`src/rtl/xor_frame_accum_if.sv`:
```
// Stream-in / result-out bundle for xor_frame_accum (word stream plus held result).
// Pure wiring, no latency.
// in_valid/in_ready for words, out_valid/out_ready for the result; XOR_FRAME_CHECK_EN adds exp_xor/out_err.
interface xor_frame_accum_if #(
  parameter int WIDTH     = 8,
  parameter int MAX_WORDS = 16
);
  localparam int CW = $clog2(MAX_WORDS + 1);

  // word stream
  logic             in_valid;
  logic             in_ready;
  logic [WIDTH-1:0] in_data;
  logic             in_last;

  // held frame result
  logic             out_valid;
  logic             out_ready;
  logic [WIDTH-1:0] out_xor;
  logic             out_parity;
  logic [CW-1:0]    out_count;
  logic             out_overflow;

  // status
  logic             busy;

`ifdef XOR_FRAME_CHECK_EN
  logic [WIDTH-1:0] exp_xor;
  logic             out_err;

  modport master (
    output in_valid, in_data, in_last, out_ready, exp_xor,
    input  in_ready, out_valid, out_xor, out_parity, out_count, out_overflow, busy, out_err
  );

  modport slave (
    input  in_valid, in_data, in_last, out_ready, exp_xor,
    output in_ready, out_valid, out_xor, out_parity, out_count, out_overflow, busy, out_err
  );
`else
  modport master (
    output in_valid, in_data, in_last, out_ready,
    input  in_ready, out_valid, out_xor, out_parity, out_count, out_overflow, busy
  );

  modport slave (
    input  in_valid, in_data, in_last, out_ready,
    output in_ready, out_valid, out_xor, out_parity, out_count, out_overflow, busy
  );
`endif

endinterface

```
`src/rtl/xor_frame_accum.sv`:
```
// Folds a frame of words into a running XOR and holds checksum/parity/count (+ out_err when XOR_FRAME_CHECK_EN).
// Latency: result registered on the edge accepting the in_last word, out_valid visible next cycle.
// Backpressure: in_ready drops while a result is held; a new word is taken only after the output handshake.
module xor_frame_accum #(
  parameter int WIDTH      = 8,
  parameter int MAX_WORDS  = 16,
  parameter int PARITY_ODD = 0
) (
  input  logic clk,
  input  logic rst_n,
  xor_frame_accum_if.slave bus
);

  localparam int            CW      = $clog2(MAX_WORDS + 1);
  localparam logic [CW-1:0] CNT_MAX = CW'(MAX_WORDS);
  localparam logic [CW-1:0] CNT_ONE = CW'(1);
  localparam logic          PAR_INV = (PARITY_ODD != 0);

  typedef enum logic [1:0] {
    IDLE  = 2'd0,
    ACCUM = 2'd1,
    HOLD  = 2'd2
  } state_t;

  state_t state, state_nxt;

  // running frame state
  logic [WIDTH-1:0] acc, acc_nxt;
  logic [CW-1:0]    cnt, cnt_nxt;
  logic             ovf, ovf_nxt;

  // output holding register
  logic [WIDTH-1:0] res_xor, res_xor_nxt;
  logic [CW-1:0]    res_cnt, res_cnt_nxt;
  logic             res_ovf, res_ovf_nxt;
`ifdef XOR_FRAME_CHECK_EN
  logic             res_err, res_err_nxt;
`endif

  logic             ready;
  logic             hold;
  logic             accept;
  logic             out_fire;
  logic             cnt_full;
  logic [WIDTH-1:0] fold;
  logic [CW-1:0]    cnt_inc;
  logic             ovf_inc;

  // ready depends only on state, so the input side never waits on out_ready combinationally
  assign ready    = (state != HOLD);
  assign hold     = (state == HOLD);
  assign accept   = bus.in_valid && ready;
  assign out_fire = hold && bus.out_ready;

  // fold/count helpers for a word arriving in ACCUM; the counter sticks at MAX_WORDS
  // and any word arriving while it is full marks the frame as overflowed
  assign cnt_full = (cnt == CNT_MAX);
  assign fold     = acc ^ bus.in_data;
  assign cnt_inc  = cnt_full ? cnt : (cnt + CNT_ONE);
  assign ovf_inc  = ovf | cnt_full;

  // state register
  always_ff @(posedge clk or negedge rst_n) begin
    if (!rst_n) begin
      state <= IDLE;
    end else begin
      state <= state_nxt;
    end
  end

  // next-state and datapath next values
  always_comb begin
    state_nxt   = state;
    acc_nxt     = acc;
    cnt_nxt     = cnt;
    ovf_nxt     = ovf;
    res_xor_nxt = res_xor;
    res_cnt_nxt = res_cnt;
    res_ovf_nxt = res_ovf;
`ifdef XOR_FRAME_CHECK_EN
    res_err_nxt = res_err;
`endif

    case (state)
      IDLE: begin
        if (accept) begin
          if (bus.in_last) begin
            // single-word frame goes straight into the holding register
            res_xor_nxt = bus.in_data;
            res_cnt_nxt = CNT_ONE;
            res_ovf_nxt = 1'b0;
`ifdef XOR_FRAME_CHECK_EN
            res_err_nxt = (bus.in_data != bus.exp_xor);
`endif
            acc_nxt     = '0;
            cnt_nxt     = '0;
            ovf_nxt     = 1'b0;
            state_nxt   = HOLD;
          end else begin
            acc_nxt   = bus.in_data;
            cnt_nxt   = CNT_ONE;
            ovf_nxt   = 1'b0;
            state_nxt = ACCUM;
          end
        end
      end

      ACCUM: begin
        if (accept) begin
          if (bus.in_last) begin
            // final word: capture the completed frame on this same edge
            res_xor_nxt = fold;
            res_cnt_nxt = cnt_inc;
            res_ovf_nxt = ovf_inc;
`ifdef XOR_FRAME_CHECK_EN
            res_err_nxt = (fold != bus.exp_xor);
`endif
            acc_nxt     = '0;
            cnt_nxt     = '0;
            ovf_nxt     = 1'b0;
            state_nxt   = HOLD;
          end else begin
            acc_nxt = fold;
            cnt_nxt = cnt_inc;
            ovf_nxt = ovf_inc;
          end
        end
      end

      HOLD: begin
        // result data stays in place after the handshake; only valid drops
        if (out_fire) begin
          state_nxt = IDLE;
        end
      end

      default: begin
        state_nxt = IDLE;
      end
    endcase
  end

  // accumulator, counter and overflow flag for the frame in progress
  always_ff @(posedge clk or negedge rst_n) begin
    if (!rst_n) begin
      acc <= '0;
      cnt <= '0;
      ovf <= 1'b0;
    end else begin
      acc <= acc_nxt;
      cnt <= cnt_nxt;
      ovf <= ovf_nxt;
    end
  end

  // output holding register, loaded only when a frame completes
  always_ff @(posedge clk or negedge rst_n) begin
    if (!rst_n) begin
      res_xor <= '0;
      res_cnt <= '0;
      res_ovf <= 1'b0;
    end else begin
      res_xor <= res_xor_nxt;
      res_cnt <= res_cnt_nxt;
      res_ovf <= res_ovf_nxt;
    end
  end

`ifdef XOR_FRAME_CHECK_EN
  // compare flag held alongside the checksum
  always_ff @(posedge clk or negedge rst_n) begin
    if (!rst_n) begin
      res_err <= 1'b0;
    end else begin
      res_err <= res_err_nxt;
    end
  end

  assign bus.out_err = res_err;
`endif

  assign bus.in_ready     = ready;
  assign bus.out_valid    = hold;
  assign bus.out_xor      = res_xor;
  // parity follows the held checksum, never the live accumulator
  assign bus.out_parity   = (^res_xor) ^ PAR_INV;
  assign bus.out_count    = res_cnt;
  assign bus.out_overflow = res_ovf;
  assign bus.busy         = (state != IDLE);

endmodule

```
`src/flat_wrapper.sv`:
```
// flat-port wrapper written by rule: the top's interface ports become plain ports
module xor_frame_accum_flat 
#(
  parameter int WIDTH      = 8,
  parameter int MAX_WORDS  = 16,
  parameter int PARITY_ODD = 0
)
  (clk, rst_n, bus_in_valid, bus_in_data, bus_in_last, bus_out_ready, bus_in_ready, bus_out_valid, bus_out_xor, bus_out_parity, bus_out_count, bus_out_overflow, bus_busy);
  xor_frame_accum_if #(.WIDTH(WIDTH), .MAX_WORDS(MAX_WORDS)) bus_i ();
  input  logic clk;
  input  logic rst_n;
  input wire logic [$bits(bus_i.in_valid)-1:0] bus_in_valid;
  input wire logic [$bits(bus_i.in_data)-1:0] bus_in_data;
  input wire logic [$bits(bus_i.in_last)-1:0] bus_in_last;
  input wire logic [$bits(bus_i.out_ready)-1:0] bus_out_ready;
  output wire logic [$bits(bus_i.in_ready)-1:0] bus_in_ready;
  output wire logic [$bits(bus_i.out_valid)-1:0] bus_out_valid;
  output wire logic [$bits(bus_i.out_xor)-1:0] bus_out_xor;
  output wire logic [$bits(bus_i.out_parity)-1:0] bus_out_parity;
  output wire logic [$bits(bus_i.out_count)-1:0] bus_out_count;
  output wire logic [$bits(bus_i.out_overflow)-1:0] bus_out_overflow;
  output wire logic [$bits(bus_i.busy)-1:0] bus_busy;
  assign bus_i.in_valid = bus_in_valid;
  assign bus_i.in_data = bus_in_data;
  assign bus_i.in_last = bus_in_last;
  assign bus_i.out_ready = bus_out_ready;
  assign bus_in_ready = bus_i.in_ready;
  assign bus_out_valid = bus_i.out_valid;
  assign bus_out_xor = bus_i.out_xor;
  assign bus_out_parity = bus_i.out_parity;
  assign bus_out_count = bus_i.out_count;
  assign bus_out_overflow = bus_i.out_overflow;
  assign bus_busy = bus_i.busy;
  xor_frame_accum #(.WIDTH(WIDTH), .MAX_WORDS(MAX_WORDS), .PARITY_ODD(PARITY_ODD)) u_core (.clk(clk), .rst_n(rst_n), .bus(bus_i));
endmodule
```
`config.mk`:
```
export PLATFORM = sky130hd
export DESIGN_NAME = xor_frame_accum_flat
export DESIGN_NICKNAME = d
export VERILOG_FILES = /design/src/rtl/xor_frame_accum_if.sv /design/src/rtl/xor_frame_accum.sv /design/src/flat_wrapper.sv
export SDC_FILE = /design/constraint.sdc
export NUM_CORES = 1
export LEC_CHECK = 0
export CAP_MARGIN = 20
export CORE_UTILIZATION = 55
export CTS_CLUSTER_SIZE = 12
export DETAILED_ROUTE_END_ITERATION = 6
export GPL_TIMING_DRIVEN = 0
export PLACE_DENSITY_LB_ADDON = 0.15
export SLEW_MARGIN = 0
export SYNTH_ARGS = -nofsm -noshare
export SYNTH_HDL_FRONTEND = slang
export SYNTH_SLANG_ARGS = --single-unit
```
`constraint.sdc`:
```
create_clock -name clk -period 3.75 [get_ports clk]
set_input_delay 0.75 -clock clk [delete_from_list [all_inputs] [get_ports clk]]
set_output_delay 0.75 -clock clk [all_outputs]
set_load 0.03 [all_outputs]
```
; ---- After elaboration in Yosys (flattened, before gate mapping)
; Index checks and enable logic that the tools add are counted.
[word_totals]
regBits = 30
input_bits = 13
out_inout_bits = 18
elab_cells = 64
[classes]
n_addsub = 1
n_eq_ne = 9
muxes = 36
bitwise = 2
n_reduce_logical = 9
[op_table]
columns = op, count
row1 = 8-bit 2-to-1 mux, 8
row2 = 5-bit 2-to-1 mux, 8
row3 = 8-bit case mux with 2 select lines, 2
row4 = 5-bit case mux with 2 select lines, 2
row5 = 2-bit 2-to-1 mux, 5
row6 = 1-bit 2-to-1 mux, 8
row7 = "2-bit != test, second input constant", 4
row8 = 8-bit XOR reduction, 1
row9 = 8-bit bitwise XOR, 1
row10 = 2-bit case mux with 3 select lines, 1
row11 = "5-bit by 1-bit adder with 5-bit output, second input constant", 1
row12 = "5-bit equality test, second input constant", 1
row13 = 5-bit AND reduction, 1
row14 = "2-bit by 1-bit != test with 1-bit output, second input constant", 2
row15 = 1-bit case mux with 2 select lines, 2
row16 = 4-bit AND reduction, 1
row17 = 2-bit nonzero test, 2
row18 = 3-bit AND reduction, 1
row19 = "2-bit by 1-bit equality test with 1-bit output, second input constant", 1
row20 = "2-bit equality test, second input constant", 1
row21 = 1-bit logical AND, 2
row22 = 2-bit zero test, 1
row23 = 1-bit OR, 1

; ---- Logic depth before layout (Yosys ltp)
[depth]
ltp_word = 5
ltp_mapped = 6
mapped_depth_nobuf = 5

; ---- Worst setup path before layout
; No wires, ideal clock.
[synth_timing]
kind = reg2out
startpoint = register u_core.res_xor[7] (netlist: u_core.bus.out_xor[7])
endpoint = output port bus_out_parity
arrival_ns = 1.402
slack_ns = 1.598
path_stages_with_launch = 4
path_buffers = 0
cell_sequence = dfrtp_1 > xor2_1 > xnor2_1 > xnor2_1
[synth_between]
elab_chain_cells = 1
[synth_rtl]
columns = item, line
row1 = start: declaration, xor_frame_accum.sv:33  ; logic [WIDTH-1:0] res_xor, res_xor_nxt;
row2 = start signal: assignment, xor_frame_accum.sv:163  ; res_xor <= res_xor_nxt;
row3 = 8-bit XOR reduction, xor_frame_accum.sv:186  ; assign bus.out_parity = (^res_xor) ^ PAR_INV;
row4 = end: declaration, flat_wrapper.sv:19  ; output wire logic [$bits(bus_i.out_parity)-1:0] bus_out_parity;
; No other way between the ends.

; ---- Final worst setup path
[layout_timing]
startpoint = register u_core.state[1]
endpoint = output port bus_out_valid
[layout_between]
elab_chain_cells = 1
[layout_rtl]
columns = item, line
row1 = start: declaration, xor_frame_accum.sv:25  ; state_t state, state_nxt;
row2 = start signal: assignment, xor_frame_accum.sv:67  ; state <= state_nxt;
row3 = 2-bit equality test, xor_frame_accum.sv:51  ; assign hold = (state == HOLD);
row4 = end: declaration, flat_wrapper.sv:17  ; output wire logic [$bits(bus_i.out_valid)-1:0] bus_out_valid;
; No other way between the ends.

==> metrics.md <==
| Metric | Value |
|---|---|
| Outcome | `complete, but fails checks` |
| Violated checks | `DRC` |
| H-tree depth | `2` |
| Post-cts resize count | `0` |
| Yosys cell types | `34` |
| Worst R2R Path Depth | `6` |
| CTS tree | `yes` |
| First-pass GRT wire length | `5930 um` |
| Die Wd | `56.8 um` |
| Postcts setup bufs | `0` |
| CP startpoint kind | `flop` |
| Max Clock Skew | `0.00598 ns` |
| GRT overflow | `0` |
| Pins over their slew limit | `0` |
| Worst Path Buf+Inv | `3` |
| Root buf cell | `clkbuf_4` |
| Iter 0 DRT Violations | `40` |
| Worst-path cell chain | `clkbuf_1, nand2_1, inv_1, clkdlybuf4s50_1` |
| CTS Hold Bufs | `0` |
| Yosys reg bits | `30` |
| Layout fillers | `214` |
| Clock Pin Slew Worst Setup and Hold Paths | `0.09 ns` |
| Largest net degree at the start of global routing | `17` |
| Worst Path Arrival | `2.04 ns` |
| Worst R2R Start | `u_core.cnt[0]` |
| Layout area overhead | `25.9%` |
| Max_cap viols | `0` |
| VDD IR max | `0.000336 V` |
| HP Start | `u_core.bus.out_overflow` |
| Final period utilization | `0.744` |
| RSZ-0062 raised after global routing | `no` |
| Wire per inst | `15.0 um` |
| Fmax achieved | `358 MHz` |
| Mapped Area | `0.00165 mm^2` |
| Die Y | `56.8 um` |
| Hold depth | `2` |
| Cell taking the most area after synthesis | `dfrtp_1` |
| NumNets Final | `223` |
| CP delay by family, top | `buffers and inverters` |
| Max stage delay on crit path | `0.68 ns` |
| Post-DP HPWL | `2660 um` |
| CTS Buf Count | `5` |
| Net count after synthesis | `185` |
| Post-place setup slack | `1.34 ns` |
| Area of the multi-input gates | `798 um^2` |
| Final worst slack | `0.960 ns` |
| FP Rows | `19` |
| Leak | `0.000876 uW` |
| Clk pwr share | `0.186` |
| Residual DRC | `5` |
| Worst Hold Path EP | `u_core.bus.out_overflow` |
| Final setup viols | `0` |
| Combinational Power Share | `0.419` |
| Worst reg2reg setup slack | `2.21 ns` |
| CP max-delay cell | `clkdlybuf4s50_1` |
| Core area | `0.00281 mm^2` |
| Synth area leaders | `dfrtp_1, xnor2_1, xor2_1, nand2_1, o21ai_0` |
| Syn_area_per_cell | `9.70 um^2` |
| Switch Pwr | `418 uW` |
| Rel. slew slack | `0.465` |
| Reg power frac | `0.395` |
| Setup TNS | `0 ns` |
| Crit path required time | `3.00 ns` |
| Final hold vios | `0` |
| PD cells | `530 mW/mm^2` |
| Internal Power | `682 uW` |
| Vias in the first global route | `1300` |
| Layout cells sized above 1 | `0.0861` |
| Sw Ratio | `0.380` |
| Register area | `751 um^2` |
| WS Path Type | `flop to output port` |
| DR pass1 iterations | `6` |
| Sink Count | `30` |
| Via Count | `1354` |
| GRT Util Overall | `0.247` |
| Gate Count Post-Synth | `170` |
| Worst setup EP type | `output port` |
| Routability cong. | `0.781` |
| Drt total wl | `3600 um` |
| Crit Path Max Fanout | `10` |
| Number of top-level pins | `31` |
| Min cycle time layout | `2.79 ns` |
| Antenna violations before repair | `0` |
| Initial Utilization | `0.588` |
| Die Area | `0.00322 mm^2` |
| Antenna Cells | `0` |
| Remaining antenna violation count | `0` |
| Worst-Skew Late Latency | `0.33 ns` |
| Type of the tightest min-delay check | `flop to flop` |
| Drt via density | `5.64` |
| Seq/Total Area, Yosys | `0.455` |
| Worst R2R End | `u_core.bus.out_count[0]` |
| Top cell type's share of synthesized area | `0.455` |
| YS warnings | `0` |
| IO buf count | `30` |
| Worst-Margin Slew | `0.800 ns` |
| Clk buf depth | `2` |
worst reg2reg max path, delay by kind of cell, from the launching register on:
kind / cells / cell delay, ns
buf+inv: 2 / 0.23
xor+xnor: 1 / 0.15
simple gates: 1 / 0.23
flops: 1 / 0.47
compound gates: 1 / 0.17
fa+ha+maj: 1 / 0.21
per-stage QoR:
step / hold WS [ns] / area (um^2) / cells / power, uW / util
floorplan: 0.454 / 1650 / 170 / 729 / -
global placement: 0.466 / 1990 / 231 / 881 / 0.709
detailed placement: 0.478 / 2020 / 232 / 905 / 0.719
CTS: 0.498 / 2080 / 240 / 1100 / 0.740
global route: 0.541 / 2080 / 240 / 1160 / 0.740
finish: 0.495 / 2080 / 240 / 1100 / 0.740
how the worst max path moves through the flow:
stage,to,cells past startpoint,startpoint
final,bus_out_valid,4,u_core.state[1]
after global routing,bus_out_valid,4,u_core.state[1]
after CTS,bus_out_valid,4,u_core.state[1]
after detailed placement,bus_out_valid,4,u_core.state[1]
after global placement,bus_out_valid,4,u_core.state[1]
after floorplan,bus_out_parity,3,u_core.bus.out_xor[7]
state kept, by name, summed over array words and instances (netlist names):
signal	cells
u_core.state	2
u_core.bus.out_xor	8
u_core.acc	8
u_core.ovf	1
u_core.bus.out_count	5
u_core.bus.out_overflow	1
u_core.cnt	5
cells by family after synthesis:
group | share of synthesized area
DFF | 0.455
and+or+nand+nor | 0.185
AOI/OAI and AO/OA | 0.133
xor gates and xnor gates | 0.133
buffers and inverters | 0.0607
adders and majority gates | 0.0152
muxes | 0.0182
cell usage in the layout (no fill, tap or decap), drive strengths merged, types with 2 or more instances in the layout:
| cell | netlist | routed |
|---|---|---|
| inv | 12 | 12 |
| xnor2 | 14 | 14 |
| ha | 2 | 2 |
| nand3b | 9 | 9 |
| and2 | 2 | 2 |
| a2bb2oi | 2 | 2 |
| clkbuf | 3 | 10 |
| dfrtp | 30 | 30 |
| nand3 | 3 | 3 |
| a21oi | 2 | 2 |
| o21ai | 16 | 16 |
| mux2i | 3 | 3 |
| o311ai | 6 | 6 |
| nand4 | 6 | 6 |
| nor2 | 2 | 2 |
| buf | 7 | 8 |
| xor2 | 11 | 11 |
| nor3 | 2 | 2 |
| nand2 | 24 | 24 |
| clkdlybuf4s50 | 0 | 30 |
| a311o | 2 | 2 |
synth_stat cells:
master and number:
buf_2 5, buf_4 1, inv_1 12, nor2b_1 1, a41oi_1 1, o21ai_0 16, xnor2_1 14, o311ai_1 6
buf_6 1, xor2_1 11, nor4b_2 1, nand2_1 24, a2bb2oi_1 2, o31ai_1 1, o22ai_1 1, a21o_1 1
nand4_1 6, a21oi_1 2, nor2_1 2, clkbuf_1 3, a311o_1 2, and4bb_2 1, nand2b_1 1, nand4bb_1 1
nand3b_1 9, nand3_1 3, and2_1 2, and2b_1 1, o41ai_1 1, mux2i_1 3, ha_1 2, nor3_1 2
dfrtp_1 30, or2_2 1
per-layer routing:
layer  GRT usage  vias up  part of all wire
li1            -      661                 -
met1       0.312      650              0.44
met2       0.405       38              0.48
met3      0.0714        5             0.065
met4      0.0836        0             0.013
met5           0        -                 0
power by group through the flow:
stage               logic (uW)  clock network [uW]  registers [uW]
global placement           445                   0             436
floorplan                  247                   0             482
detailed placement         464                   0             441
global route               494                 220             443
CTS                        464                 204             435
finish                     461                 204             434
final cells by class:
class                      count  share of cell area
buffer                        10              0.0265
clock buffer                   7              0.0265
clock inverter                 1             0.00241
inverter                      12              0.0217
multi-input combinational    118               0.385
sequential                    30               0.362
tap                           31              0.0187
timing repair buffer          31               0.158
Power figures use the tool's default switching activity.
